`src/rtl/dft_bin_serializer.sv`:
```
// Streams one captured 32-bin DFT frame out as {imag, real} beats under valid/ready,
// optionally converting each sign-magnitude part to two's complement.
module dft_bin_serializer #(
    parameter int fix_bit  = 7,
    parameter int bits     = 16,
    parameter bit TWOS_OUT = 1'b1
) (
    input  logic                clk,
    input  logic                reset,
    input  logic [64*bits-1:0]  frame_in,
    input  logic                frame_valid,
    output logic                frame_ready,
    output logic [2*bits-1:0]   bin_data,
    output logic [4:0]          bin_index,
    output logic                bin_valid,
    input  logic                bin_ready,
    output logic                bin_last,
    output logic [7:0]          drop_count
);
    localparam int bin_w  = 2 * bits;
    localparam int n_bins = 32;

    if (fix_bit >= bits) begin : g_bad_format
        $error("fix_bit must be smaller than bits");
    end

    typedef enum logic {IDLE, STREAM} state_t;

    state_t           state_q, state_d;
    logic [4:0]       idx_q, idx_d;
    logic [bin_w-1:0] bin_buf [n_bins];
    logic             frame_ready_q;
    logic [7:0]       drop_q;
    logic             capture;

    // Negative zero falls out naturally: ~0 + 1 wraps to 0 in bits width.
    function automatic logic [bits-1:0] conv_part(input logic [bits-1:0] p);
        logic [bits-1:0] mag;
        mag = {1'b0, p[bits-2:0]};
        if (!TWOS_OUT || !p[bits-1])
            return p;
        return (~mag) + 1'b1;
    endfunction

    assign capture = frame_ready_q && frame_valid;

    always_comb begin
        state_d = state_q;
        idx_d   = idx_q;
        case (state_q)
            IDLE: begin
                if (frame_valid) begin
                    state_d = STREAM;
                    idx_d   = 5'd0;
                end
            end
            STREAM: begin
                if (bin_ready) begin
                    idx_d = idx_q + 5'd1;
                    if (idx_q == 5'd31)
                        state_d = IDLE;
                end
            end
            default: begin
                state_d = IDLE;
                idx_d   = 5'd0;
            end
        endcase
    end

    always_ff @(posedge clk or negedge reset) begin
        if (!reset) begin
            state_q       <= IDLE;
            idx_q         <= 5'd0;
            frame_ready_q <= 1'b1;
        end else begin
            state_q       <= state_d;
            idx_q         <= idx_d;
            frame_ready_q <= (state_d == IDLE);
        end
    end

    always_ff @(posedge clk or negedge reset) begin
        if (!reset) begin
            for (int k = 0; k < n_bins; k++)
                bin_buf[k] <= '0;
        end else if (capture) begin
            for (int k = 0; k < n_bins; k++)
                bin_buf[k] <= frame_in[k*bin_w +: bin_w];
        end
    end

    // Frames offered while busy are counted, saturating so the count never wraps.
    always_ff @(posedge clk or negedge reset) begin
        if (!reset)
            drop_q <= 8'd0;
        else if (frame_valid && !frame_ready_q && drop_q != 8'hFF)
            drop_q <= drop_q + 8'd1;
    end

    assign frame_ready = frame_ready_q;
    assign bin_valid   = (state_q == STREAM);
    assign bin_index   = idx_q;
    assign bin_last    = (state_q == STREAM) && (idx_q == 5'd31);
    assign drop_count  = drop_q;
    assign bin_data    = (state_q == STREAM)
                       ? {conv_part(bin_buf[idx_q][bin_w-1:bits]), conv_part(bin_buf[idx_q][bits-1:0])}
                       : '0;
endmodule

```
`config.mk`:
```
export PLATFORM = sky130hd
export DESIGN_NAME = dft_bin_serializer
export DESIGN_NICKNAME = d
export VERILOG_FILES = /design/src/rtl/dft_bin_serializer.sv
export SDC_FILE = /design/constraint.sdc
export NUM_CORES = 2
export LEC_CHECK = 0
export CORE_AREA = 3 3 419 421
export DETAILED_ROUTE_END_ITERATION = 6
export DIE_AREA = 0 0 422 424
export PLACE_DENSITY = 0.54
export SLEW_MARGIN = 20
export SYNTH_ARGS = -nofsm -noshare
export SYNTH_HDL_FRONTEND = slang
export SYNTH_SLANG_ARGS = --single-unit
export TNS_END_PERCENT = 5
```
`constraint.sdc`:
```
create_clock -name clk -period 7.8 [get_ports clk]
set_input_delay 2.34 -clock clk [delete_from_list [all_inputs] [get_ports clk]]
set_output_delay 2.34 -clock clk [all_outputs]
set_load 0.05 [all_outputs]
```
==> reports/qor.yml <==
outcome: "completed"
antenna_found_initial: 101
synth_fa_ha_area_share_pct: 0.1314
finalNetCount: 5209
pre_cts_ws_ns: 0.6823
r2r_start: "bin_index[0]"
synthCells: 3096
cts_inserted_buffers: 120
synth_compound_area_share_pct: 3.396
power_density_nw_per_um2: 301.2
core-area_um2: 171700
crit_type: "reg -> out"
worstPathMaxFanout: 21
ios: 1076
whs_path_depth: 1
regToRegSetupSlack_ns: 5.33
synthArstFlopShare_pct: 100.0
ff2ff_path_depth: 8
drt_iter0_drc: 2500
placed_area_um2: 61470
hold_violations: 0
synthMuxAreaShare_pct: 37.13
fin_area_um2: 65820
die_x_um: 422
cts.root.buffer_cell: "clkbuf_16"
min_period_over_period_pct: 98.65
hpwl_mm: 165.6
cts_sinks: 1039
ys.flop_type: "dfrtp_1"
synthXorXnorAreaFrac_pct: 0.3128
maxSlewHeadroom_pct: 32.01
cap_violations: 0
peakVddDrop_uv: 274.1
grt_max_degree: 142
netlist_area_um2: 47600
yosysWarnings: 0
area_growth_pct: 38.28
die_h_um: 424
layout.cells.most_common_list: "clkdlybuf4s50_1, mux2_2, dfrtp_1, mux2i_1, mux4_2"
mappedNetlistNets: 4129
setup_ws_ns: 0.1053
hp-start: "drop_count[4]"
startpoint_type: "register"
portBuffers: 1075
synth_top_family_by_area: "multiplexers"
synth-edff-count: 0
power_leakage_nw: 29.27
r2r-end: "bin_index[4]"
drv_slew: 0
cp-end-kind: "output port"
overflow: 0
grt_pass1_vias: 34400
grt_pass1_wl_mm: 288.6
yosys_register_bits: 1039
clk_latency_ns: 0.75
ant_nets: 0
htreeDepth: 3
post-route-drc-count: 0
rows: 152
rsz0062_at_grt: "false"
finClkSkew_ns: 0.02668
final_layout_size_suffix_gt1_share_pct: 36.63
gp_congestion: 0.8909
min_to: "drop_count[4]"
finalSetupTns_ns: 0
cp.required_ns: 5.46
synth_cell_types: 72
worst_slew_pin_slew_ns: 1.011
dr_total_vias: 32690
maxClockFrequency_mhz: 130.0
via_per_inst: 4.928
cts_tree: "done"
synth-simple-area-share_pct: 2.058
wl_per_cell_um: 32.20
critPathArrivalTime_ns: 5.35
whs_ns: 0.4896
start_util_pct: 27.71
clock_path_buffers: 3
fp.dieArea_um2: 178900
final_common_cell: "clkdlybuf4s50_1"
routed_wl_mm: 213.6
synth.avg_cell_area_um2: 15.37
grtUsageTotal_pct: 23.23
synth.yosys.seq_area_share_pct: 54.63
setup_violations: 0
hold_class: "reg -> reg"
period_minus_slack_ns: 7.695
fillers: 16350
clk_pin_slew_ns: 0.06
drtPass1Iterations: 5
## critical path, stage by stage (launching register included)
cell and delay, ns:
dfrtp_4 0.80, buf_4 0.36, mux4_2 0.33, mux2i_1 0.37, o22ai_1 0.40, nor3_1 0.26
buf_4 0.18, ha_1 0.18, a21boi_0 0.52, nand2_1 0.15, o311ai_1 0.80, buf_12 0.22
## routing by layer
layer	up-vias	global-route usage (%)	part of all wire, %
met5	-	0	0.097
met4	30	8.467	3.7
met3	341	4.961	5.2
met2	1103	40.37	51
met1	17300	28.32	40
li1	13920	-	-
## registers in the layout, indices dropped and copies added (netlist names)
register     cells
frame_ready      1
bin_buf       1024
bin_valid        1
drop_count       8
bin_index        5
## synth_stat cells (all sizes together), types with 5 or more instances
master     n  share of area [%]
o21ai      9              0.095
buf       68                1.0
xnor2      7               0.13
a22oi     45               0.71
mux2i    178                3.7
a21oi     18               0.19
nand4     25               0.34
ha         5               0.13
nor2b      7              0.092
and3       9               0.12
clkbuf   154                1.2
nand3     23               0.24
a22o      11               0.20
inv        6              0.047
a41oi      5              0.092
mux4     185                8.9
mux2    1036                 25
dfrtp   1038                 55
o22a      22               0.40
and2      10               0.13
nor2      26               0.21
nand2b     6              0.079
o221ai    18               0.33
xor2      10               0.18
a211oi     6              0.095
a211o     11               0.20
a221oi    12               0.22
a31oi     11               0.14
nand2     74               0.58
## metrics by stage
stage	instances	power [W]	utilization [%]
after global placement	6355	0.01395	35.80
after floorplan	3096	0.009875	-
after CTS	6578	0.02004	38.23
final	6634	0.01983	38.32
after global routing	6618	0.02054	38.30
after detailed placement	6355	0.01398	35.80
## power by group
part           total, W  internal (W)  leakage, nW  switching, W
sequential      0.00635       0.00588         13.6      0.000461
combinational   0.00758       0.00312         13.7       0.00445
clock           0.00590       0.00348         2.01       0.00243
## worst max path at each step
stage / cells after the start / end / slack [ns] / start
after global routing: 11 / bin_data[30] / 0.05 / bin_index[0]
after CTS: 12 / bin_data[24] / -0.02 / bin_index[2]
after global placement: 11 / bin_data[24] / 0.68 / bin_index[0]
after detailed placement: 11 / bin_data[24] / 0.68 / bin_index[2]
final: 11 / bin_data[30] / 0.11 / bin_index[1]
after floorplan: 11 / bin_data[30] / 1.01 / bin_index[1]
## final cells by class
cell class	count	area [µm²]	area share, %
diodes	54	135.1	0.2053
well taps	2310	2890	4.391
flip-flops and latches	1039	26020	39.53
clock inverters	46	613.1	0.9315
multi-input cells	1827	20570	31.25
repair buffers	1180	12100	18.39
inverters	8	30.03	0.04563
clock buffers	170	3461	5.258
## logic make-up (layout without fill, tap and decap cells)
kind of cell / count (synthesis) / in the layout
compound gates: 208 / 208
xor+xnor: 17 / 17
fa+ha+maj: 5 / 5
buf+inv: 230 / 1404
flops: 1039 / 1039
mux: 1399 / 1399
other cells: 0 / 54
simple gates: 198 / 198
## what timing repair did
| action | in CTS | in global routing |
|---|---|---|
| setup endpoints to repair | 4 | 2 |
| hold buffers | 0 | 0 |
| resized for setup | 2 | 2 |
| setup buffers | 7 | 2 |
| pin swaps | 0 | 1 |
| gates cloned | 0 | 0 |
(Power assumes the default switching activity.)
